<file path="src/rtl/rect_pkg.sv">
// Shared definitions for the rectangle-loop datapath: default matrix size,
// the locator FSM state type and the (row, col) -> flat bit index mapping.
package rect_pkg;

    localparam int DEF_ROWS = 4;
    localparam int DEF_COLS = 4;

    // Set-bit counter saturates here; anything above four is already invalid.
    localparam logic [2:0] CNT_SAT = 3'd5;

    typedef enum logic [1:0] {
        IDLE = 2'd0,
        SCAN = 2'd1,
        DONE = 2'd2
    } state_t;

    // Flat bit index of matrix element (r, c); the flip path uses the same mapping.
    function automatic int idx_of(input int r, input int c, input int cols);
        return r * cols + c;
    endfunction

endpackage

</file>
<file path="src/rtl/rect_locate_if.sv">
// Bundle between a matrix-pair source / result consumer and rect_locate.
// Both directions use valid/ready: a transfer happens on a rising clk edge
// where valid and ready are both high; the sender holds its payload stable
// while valid is high and ready is low, and ready may depend on nothing but
// the receiver's own state.
// state is a read-only view of the locator FSM for debug and checkers.
interface rect_locate_if
    import rect_pkg::*;
#(
    parameter int ROWS = DEF_ROWS,
    parameter int COLS = DEF_COLS
);
    localparam int N  = ROWS * COLS;
    localparam int RW = $clog2(ROWS);
    localparam int CW = $clog2(COLS);

    logic          in_valid;
    logic          in_ready;
    logic [N-1:0]  a_in;
    logic [N-1:0]  b_in;
    logic          out_valid;
    logic          out_ready;
    logic [RW-1:0] r1;
    logic [RW-1:0] r2;
    logic [CW-1:0] c1;
    logic [CW-1:0] c2;
    logic          err;
    state_t        state;

    modport master (
        output in_valid, a_in, b_in, out_ready,
        input  in_ready, out_valid, r1, r2, c1, c2, err, state
    );

    modport slave (
        input  in_valid, a_in, b_in, out_ready,
        output in_ready, out_valid, r1, r2, c1, c2, err, state
    );

endinterface

</file>
<file path="src/rtl/rect_corner_check.sv">
// Combinational validity check for a located rectangle. Takes the (row, col)
// of the first four set bits of a difference matrix in scan order, plus the
// saturating set-bit count, and flags anything that is not exactly one
// non-degenerate rectangle.
module rect_corner_check
    import rect_pkg::*;
#(
    parameter int ROWS = DEF_ROWS,
    parameter int COLS = DEF_COLS,
    localparam int RW  = $clog2(ROWS),
    localparam int CW  = $clog2(COLS)
) (
    input  logic [RW-1:0] p1_r,
    input  logic [CW-1:0] p1_c,
    input  logic [RW-1:0] p2_r,
    input  logic [CW-1:0] p2_c,
    input  logic [RW-1:0] p3_r,
    input  logic [CW-1:0] p3_c,
    input  logic [RW-1:0] p4_r,
    input  logic [CW-1:0] p4_c,
    input  logic [2:0]    cnt,
    output logic          err
);

    // Corners in scan order are (r1,c1), (r1,c2), (r2,c1), (r2,c2).
    always_comb begin
        logic ok;
        ok = (cnt == 3'd4);
        ok = ok && (p1_r < p3_r);
        ok = ok && (p1_c < p2_c);
        ok = ok && (p2_r == p1_r);
        ok = ok && (idx_of(int'(p3_r), int'(p3_c), COLS) == idx_of(int'(p3_r), int'(p1_c), COLS));
        ok = ok && (idx_of(int'(p4_r), int'(p4_c), COLS) == idx_of(int'(p3_r), int'(p2_c), COLS));
        err = !ok;
    end

endmodule

</file>
<file path="src/rtl/rect_locate.sv">
// Rectangle locator: XORs an original and a flipped matrix and scans the
// difference one bit per cycle to recover the flipped rectangle (r1,r2,c1,c2),
// or flags err when the difference is not a single non-degenerate rectangle.
// Optional macro RECT_LOCATE_EARLY_EXIT_EN: abort the scan with err=1 on the
// cycle the fifth set bit is seen.
module rect_locate
    import rect_pkg::*;
#(
    parameter int ROWS = DEF_ROWS,
    parameter int COLS = DEF_COLS
) (
    input  logic         clk,
    input  logic         rst_n,
    rect_locate_if.slave bus
);

    localparam int N  = ROWS * COLS;
    localparam int RW = $clog2(ROWS);
    localparam int CW = $clog2(COLS);
    localparam int IW = $clog2(N);

    state_t        state_q;
    logic [N-1:0]  diff_q;
    logic [IW-1:0] idx_q;
    logic [RW-1:0] row_q;
    logic [CW-1:0] col_q;
    logic [2:0]    cnt_q;
    logic [RW-1:0] pr_q [4];
    logic [CW-1:0] pc_q [4];

    logic          in_ready_q;
    logic          out_valid_q;
    logic          err_q;
    logic [RW-1:0] r1_q, r2_q;
    logic [CW-1:0] c1_q, c2_q;

    logic          hit;
    logic          last_bit;
    logic          early_stop;
    logic [2:0]    cnt_n;
    logic [RW-1:0] pr_n [4];
    logic [CW-1:0] pc_n [4];
    logic          chk_err;

    // Next count/corner values including the bit under scan, so the check on
    // entry to DONE already sees the final bit.
    always_comb begin
        hit      = diff_q[idx_q];
        last_bit = (idx_q == IW'(N - 1));
        cnt_n    = (hit && cnt_q != CNT_SAT) ? cnt_q + 3'd1 : cnt_q;
        pr_n     = pr_q;
        pc_n     = pc_q;
        for (int k = 0; k < 4; k++) begin
            if (hit && cnt_q == 3'(k)) begin
                pr_n[k] = row_q;
                pc_n[k] = col_q;
            end
        end
`ifdef RECT_LOCATE_EARLY_EXIT_EN
        early_stop = hit && (cnt_q == 3'd4);
`else
        early_stop = 1'b0;
`endif
    end

    rect_corner_check #(
        .ROWS (ROWS),
        .COLS (COLS)
    ) u_check (
        .p1_r (pr_n[0]),
        .p1_c (pc_n[0]),
        .p2_r (pr_n[1]),
        .p2_c (pc_n[1]),
        .p3_r (pr_n[2]),
        .p3_c (pc_n[2]),
        .p4_r (pr_n[3]),
        .p4_c (pc_n[3]),
        .cnt  (cnt_n),
        .err  (chk_err)
    );

    // Locator FSM: accept a pair, scan the difference, hold the result.
    always_ff @(posedge clk) begin
        if (!rst_n) begin
            state_q     <= IDLE;
            diff_q      <= '0;
            idx_q       <= '0;
            row_q       <= '0;
            col_q       <= '0;
            cnt_q       <= '0;
            pr_q        <= '{default: '0};
            pc_q        <= '{default: '0};
            in_ready_q  <= 1'b1;
            out_valid_q <= 1'b0;
            err_q       <= 1'b0;
            r1_q        <= '0;
            r2_q        <= '0;
            c1_q        <= '0;
            c2_q        <= '0;
        end else begin
            case (state_q)
                IDLE: begin
                    if (bus.in_valid && in_ready_q) begin
                        diff_q     <= bus.a_in ^ bus.b_in;
                        idx_q      <= '0;
                        row_q      <= '0;
                        col_q      <= '0;
                        cnt_q      <= '0;
                        pr_q       <= '{default: '0};
                        pc_q       <= '{default: '0};
                        in_ready_q <= 1'b0;
                        state_q    <= SCAN;
                    end
                end
                SCAN: begin
                    cnt_q <= cnt_n;
                    pr_q  <= pr_n;
                    pc_q  <= pc_n;
                    idx_q <= idx_q + IW'(1);
                    if (col_q == CW'(COLS - 1)) begin
                        col_q <= '0;
                        row_q <= row_q + RW'(1);
                    end else begin
                        col_q <= col_q + CW'(1);
                    end
                    if (last_bit || early_stop) begin
                        state_q     <= DONE;
                        out_valid_q <= 1'b1;
                        err_q       <= chk_err;
                        r1_q        <= chk_err ? '0 : pr_n[0];
                        c1_q        <= chk_err ? '0 : pc_n[0];
                        c2_q        <= chk_err ? '0 : pc_n[1];
                        r2_q        <= chk_err ? '0 : pr_n[2];
                    end
                end
                DONE: begin
                    if (bus.out_ready) begin
                        out_valid_q <= 1'b0;
                        in_ready_q  <= 1'b1;
                        state_q     <= IDLE;
                    end
                end
                default: begin
                    state_q <= IDLE;
                end
            endcase
        end
    end

    assign bus.in_ready  = in_ready_q;
    assign bus.out_valid = out_valid_q;
    assign bus.err       = err_q;
    assign bus.r1        = r1_q;
    assign bus.r2        = r2_q;
    assign bus.c1        = c1_q;
    assign bus.c2        = c2_q;
    assign bus.state     = state_q;

endmodule
</file>
<file path="src/flat_wrapper.sv">
// flat-port wrapper written by rule: the top's interface ports become plain ports
module rect_locate_flat import rect_pkg::*;
#(
    parameter int ROWS = DEF_ROWS,
    parameter int COLS = DEF_COLS
)
  (clk, rst_n, bus_in_valid, bus_a_in, bus_b_in, bus_out_ready, bus_in_ready, bus_out_valid, bus_r1, bus_r2, bus_c1, bus_c2, bus_err, bus_state);
  rect_locate_if #(.ROWS(ROWS), .COLS(COLS)) bus_i ();
  input  logic clk;
  input  logic rst_n;
  input wire logic [$bits(bus_i.in_valid)-1:0] bus_in_valid;
  input wire logic [$bits(bus_i.a_in)-1:0] bus_a_in;
  input wire logic [$bits(bus_i.b_in)-1:0] bus_b_in;
  input wire logic [$bits(bus_i.out_ready)-1:0] bus_out_ready;
  output wire logic [$bits(bus_i.in_ready)-1:0] bus_in_ready;
  output wire logic [$bits(bus_i.out_valid)-1:0] bus_out_valid;
  output wire logic [$bits(bus_i.r1)-1:0] bus_r1;
  output wire logic [$bits(bus_i.r2)-1:0] bus_r2;
  output wire logic [$bits(bus_i.c1)-1:0] bus_c1;
  output wire logic [$bits(bus_i.c2)-1:0] bus_c2;
  output wire logic [$bits(bus_i.err)-1:0] bus_err;
  output wire logic [$bits(bus_i.state)-1:0] bus_state;
  assign bus_i.in_valid = bus_in_valid;
  assign bus_i.a_in = bus_a_in;
  assign bus_i.b_in = bus_b_in;
  assign bus_i.out_ready = bus_out_ready;
  assign bus_in_ready = bus_i.in_ready;
  assign bus_out_valid = bus_i.out_valid;
  assign bus_r1 = bus_i.r1;
  assign bus_r2 = bus_i.r2;
  assign bus_c1 = bus_i.c1;
  assign bus_c2 = bus_i.c2;
  assign bus_err = bus_i.err;
  assign bus_state = bus_i.state;
  rect_locate #(.ROWS(ROWS), .COLS(COLS)) u_core (.clk(clk), .rst_n(rst_n), .bus(bus_i));
endmodule
</file>
<file path="config.mk">
export PLATFORM = sky130hd
export DESIGN_NAME = rect_locate_flat
export DESIGN_NICKNAME = d
export VERILOG_FILES = /design/src/rtl/rect_pkg.sv /design/src/rtl/rect_locate_if.sv /design/src/rtl/rect_corner_check.sv /design/src/rtl/rect_locate.sv /design/src/flat_wrapper.sv
export SDC_FILE = /design/constraint.sdc
export NUM_CORES = 1
export LEC_CHECK = 0
export CORE_MARGIN = 2
export CORE_UTILIZATION = 49
export DETAILED_ROUTE_END_ITERATION = 12
export HOLD_SLACK_MARGIN = 0.05
export PLACE_DENSITY_LB_ADDON = 0.2
export SYNTH_ARGS = -nofsm -noshare
export SYNTH_HDL_FRONTEND = slang
export SYNTH_SLANG_ARGS = --single-unit
</file>
<file path="constraint.sdc">
create_clock -name clk -period 3 [get_ports clk]
set_input_delay 0.75 -clock clk [delete_from_list [all_inputs] [get_ports clk]]
set_output_delay 0.75 -clock clk [all_outputs]
set_load 0.01 [all_outputs]
</file>
==> summary.txt <==
Status
  • Status: finished clean

Floorplan
  • Core area: 6280 um^2
  • Rows: 29
  • Die Y: between 80 and 90 um
  • Die width: 84.2 um
  • IO Count: 49
  • Initial Util: 50.2%
  • Die Area: 7090 um^2

Setup path
  • Crit Path Class: reg -> reg
  • Critical path's slowest cell: o21ai_0
  • Most Frequent Cell on Critical Path: buf_4
  • Crit end category: flip-flop
  • CP max FO: 7
  • Worst r2r src: u_core.idx_q[0]$_SDFFE_PN0P_
  • CP Launch Point: u_core.idx_q[0]$_SDFFE_PN0P_
  • Worst Path Required: around 3.2 ns
  • Worst Path Arrival: 3.12 ns
  • Worst-path cell chain: buf_4 -> mux2_1 -> o221ai_4 -> buf_4 -> o22ai_1 -> mux2i_1 -> o21ai_0 -> nand4_4 -> o21ba_1
  • Worst path max stage delay: 0.54 ns
  • Startpoint types: flip-flop

CTS
  • H-tree Lvls: 2
  • CTS Hold Bufs: 0
  • CTS Root Cell: clkbuf_8
  • CTS max path bufs: 2
  • CTS tree: yes
  • Clock Latency Late Sink: 0.31 ns
  • CTS buffer count: 5
  • Worst-path clk slew: roughly 0.10 ns
  • Clk sinks: 56

Logic synthesis
  • Number of synthesized flops with an enable pin: 0
  • Synthesized Nets: 386
  • Post-synth ARST share: 0%
  • Distinct cells, synth: between 50 and 60
  • Ys flop type: dfxtp_1
  • Ys Warns: 0
  • Synthesis-stage register bit count: 56
  • Cells after synthesis: approximately 340
  • Post-Syn Area: 3150 um^2
  • Synthesized area per cell: between 9 and 10 um^2
  • Post-synthesis sequential area ratio: between 30 and 40%

Cells and area
  • Fraction of layout cells with a size suffix above 1: 13.8%
  • Multi-input gate area: 1930 um^2
  • Total Nets Final: 441
  • # diodes: 0
  • Final cell count without fillers: roughly 480
  • Layout area overhead: 23.7%
  • FILL cells: 551
  • Register area: 1120 um^2

Drt
  • Number of vias in the routed layout: 2711
  • Final wirelength: roughly 7300 um
  • WL/cell: 15.4 um
  • Vias/cell: 5.71
  • DRC Markers: 0
  • Remaining antenna violation count: 0
  • Initial DRT Pass Iterations: 4
  • DRT iter0 DRCs: 174

Pwr
  • Total power: 1.56 mW
  • Worst VDD drop: ~0.32 mV
  • Pwr dens: 401 nW/um^2
  • LEAKAGE: 1.51 nW

Placement
  • Dpl ws: 0.00814 ns
  • Placed insts: 464
  • PortBufs: 48
  • Post-DP HPWL: roughly 5300 um
  • GPL Wtd Cong: 0.890

Timing
  • # setup viols final: 0
  • Worst-Margin Slew: 0.608 ns
  • Tmin final: 2.90 ns
  • Slew headroom: about three fifths
  • Worst setup margin: 0.0968 ns
  • Worst clock skew: roughly 0.012 ns
  • Pins Over Slew Limit: 0
  • Fin crit share: between 90% and 100%
  • RSZ-0062 raised after global routing: false
  • Final number of hold-violating endpoints: 0
  • Fmax: around 0.34 GHz
  • Setup_tns: 0 ns

Job
  • Max-cap violations: 0

Worst hold path
  • Hold Path Class: reg -> reg
  • Worst hold start: u_core.bus.r1[1]$_SDFFE_PN0P_

Global route
  • Antenna violations before repair: 0
  • Largest net degree at the start of global routing: 37
  • Vias in the first global route: between 2000 and 3000
  • Congestion Overflow GR: 0
  • First-pass GRT wire length: 12100 um
  • GRT Util Overall: around 21%
==> cell usage in the layout (no fill, tap or decap), types with 8 or more instances in the layout <==
cell / count
o211a_1: 17
and2_1: 9
buf_4: 16
o21ai_1: 9
clkdlybuf4s50_1: 48
nand3_1: 9
o21ai_0: 26
ha_1: 8
inv_1: 10
nand2_1: 46
mux2i_1: 12
dfxtp_1: 55
a21oi_1: 9
a22o_1: 12
nor2_1: 16
xnor2_1: 19
==> sequential cells by signal (all words and copies together), names as in the netlist <==
name,flops
u_core.pr_q,8
u_core.bus.state,2
u_core.cnt_q,3
u_core.bus.out_valid,1
u_core.bus.err,1
u_core.bus.r2,2
u_core.idx_q,4
u_core.pc_q,8
u_core.col_q,2
u_core.bus.r1,2
u_core.row_q,2
u_core.bus.in_ready,1
u_core.bus.c1,2
u_core.diff_q,16
u_core.bus.c2,2
==> path summary, 6_finish.rpt <==
kind	to	slack, ns	depth (start not counted)
hold / removal	u_core.bus.r1[1]$_SDFFE_PN0P_	0.46	2
setup / recovery	u_core.bus.err$_SDFFE_PN0P_	0.1	9
setup reg to reg	u_core.bus.err$_SDFFE_PN0P_	0.1	9
hold reg to reg	u_core.bus.r1[1]$_SDFFE_PN0P_	0.46	2
==> worst max-delay path, delay by kind of cell, from the launching register on <==
kind	cells	cell delay [ns]
buffers and inverters	2	0.34
and+or+nand+nor	1	0.23
DFF	1	0.38
muxes	2	0.45
AOI/OAI and AO/OA	4	1.40
==> synthesized netlist by cell type (all sizes together), types with 2 or more instances <==
library cell | count | area (um^2)
o21a | 2 | 15.0
and2 | 10 | 62.6
a22o | 12 | 105
a21oi | 10 | 53.8
o21ai | 38 | 194
nand3 | 9 | 45.0
inv | 10 | 37.5
o211a | 17 | 170
xor2 | 2 | 17.5
or2 | 2 | 12.5
ha | 8 | 100
o22ai | 8 | 76.3
nor3b | 2 | 15.0
dfxtp | 56 | 1120
buf | 2 | 15.0
nand4 | 5 | 46.3
nand2 | 46 | 173
clkbuf | 13 | 48.8
mux2i | 14 | 153
mux2 | 6 | 82.6
nor2 | 18 | 72.6
a21boi | 4 | 30.0
xnor2 | 19 | 166
nor3 | 3 | 15.0
o221ai | 4 | 70.1
mux4 | 2 | 45.0
nor2b | 7 | 43.8
==> repair_timing <==
item | CTS | global route
hold endpoints to repair | 0 | 0
resized for setup | 1 | 9
buffers inserted | 0 | 2
gates cloned | 0 | 1
pin swaps | 0 | 4
endpoints found under the setup margin | 1 | 9
==> cell type report <==
cell class                 count  area share (%)
timing repair buffer          64            15.4
clock inverter                 3            1.09
multi-input combinational    260            49.5
clock buffer                   5            1.77
inverter                      10           0.963
sequential                    56            28.9
tap                           77            2.47
==> metal layers <==
| layer | up-vias | track usage [%] | wire length [um] |
|---|---|---|---|
| met5 | - | 0 | 0 |
| met4 | 0 | 6.16 | 112 |
| met3 | 11 | 3.54 | 413 |
| met2 | 72 | 33.5 | 3340 |
| met1 | 1296 | 28.7 | 3440 |
| li1 | 1332 | - | - |
==> through the flow <==
stage / instance area, um^2 / util, % / hold WS [ns]
after floorplan: 3150 / - / 0.424
after detailed placement: 3730 / 59.5 / 0.440
after global routing: 3900 / 62.1 / 0.473
final: 3900 / 62.1 / 0.457
after CTS: 3850 / 61.3 / 0.460
after global placement: 3730 / 59.5 / 0.436
==> logic make-up after synthesis <==
family	after synthesis	share of synthesized area, %
buffers and inverters	27	4.56
AOI/OAI and AO/OA	103	25.8
xor gates and xnor gates	21	5.83
muxes	22	8.89
adders and majority gates	8	3.17
and+or+nand+nor	105	16.2
DFF	56	35.6
==> power breakdown <==
group | switching (mW) | internal, mW | total (mW)
logic | 0.131 | 0.143 | 0.275
registers | 0.0234 | 0.772 | 0.795
clock network | 0.246 | 0.247 | 0.494
Note: power is estimated with default switching activity, not from simulation.
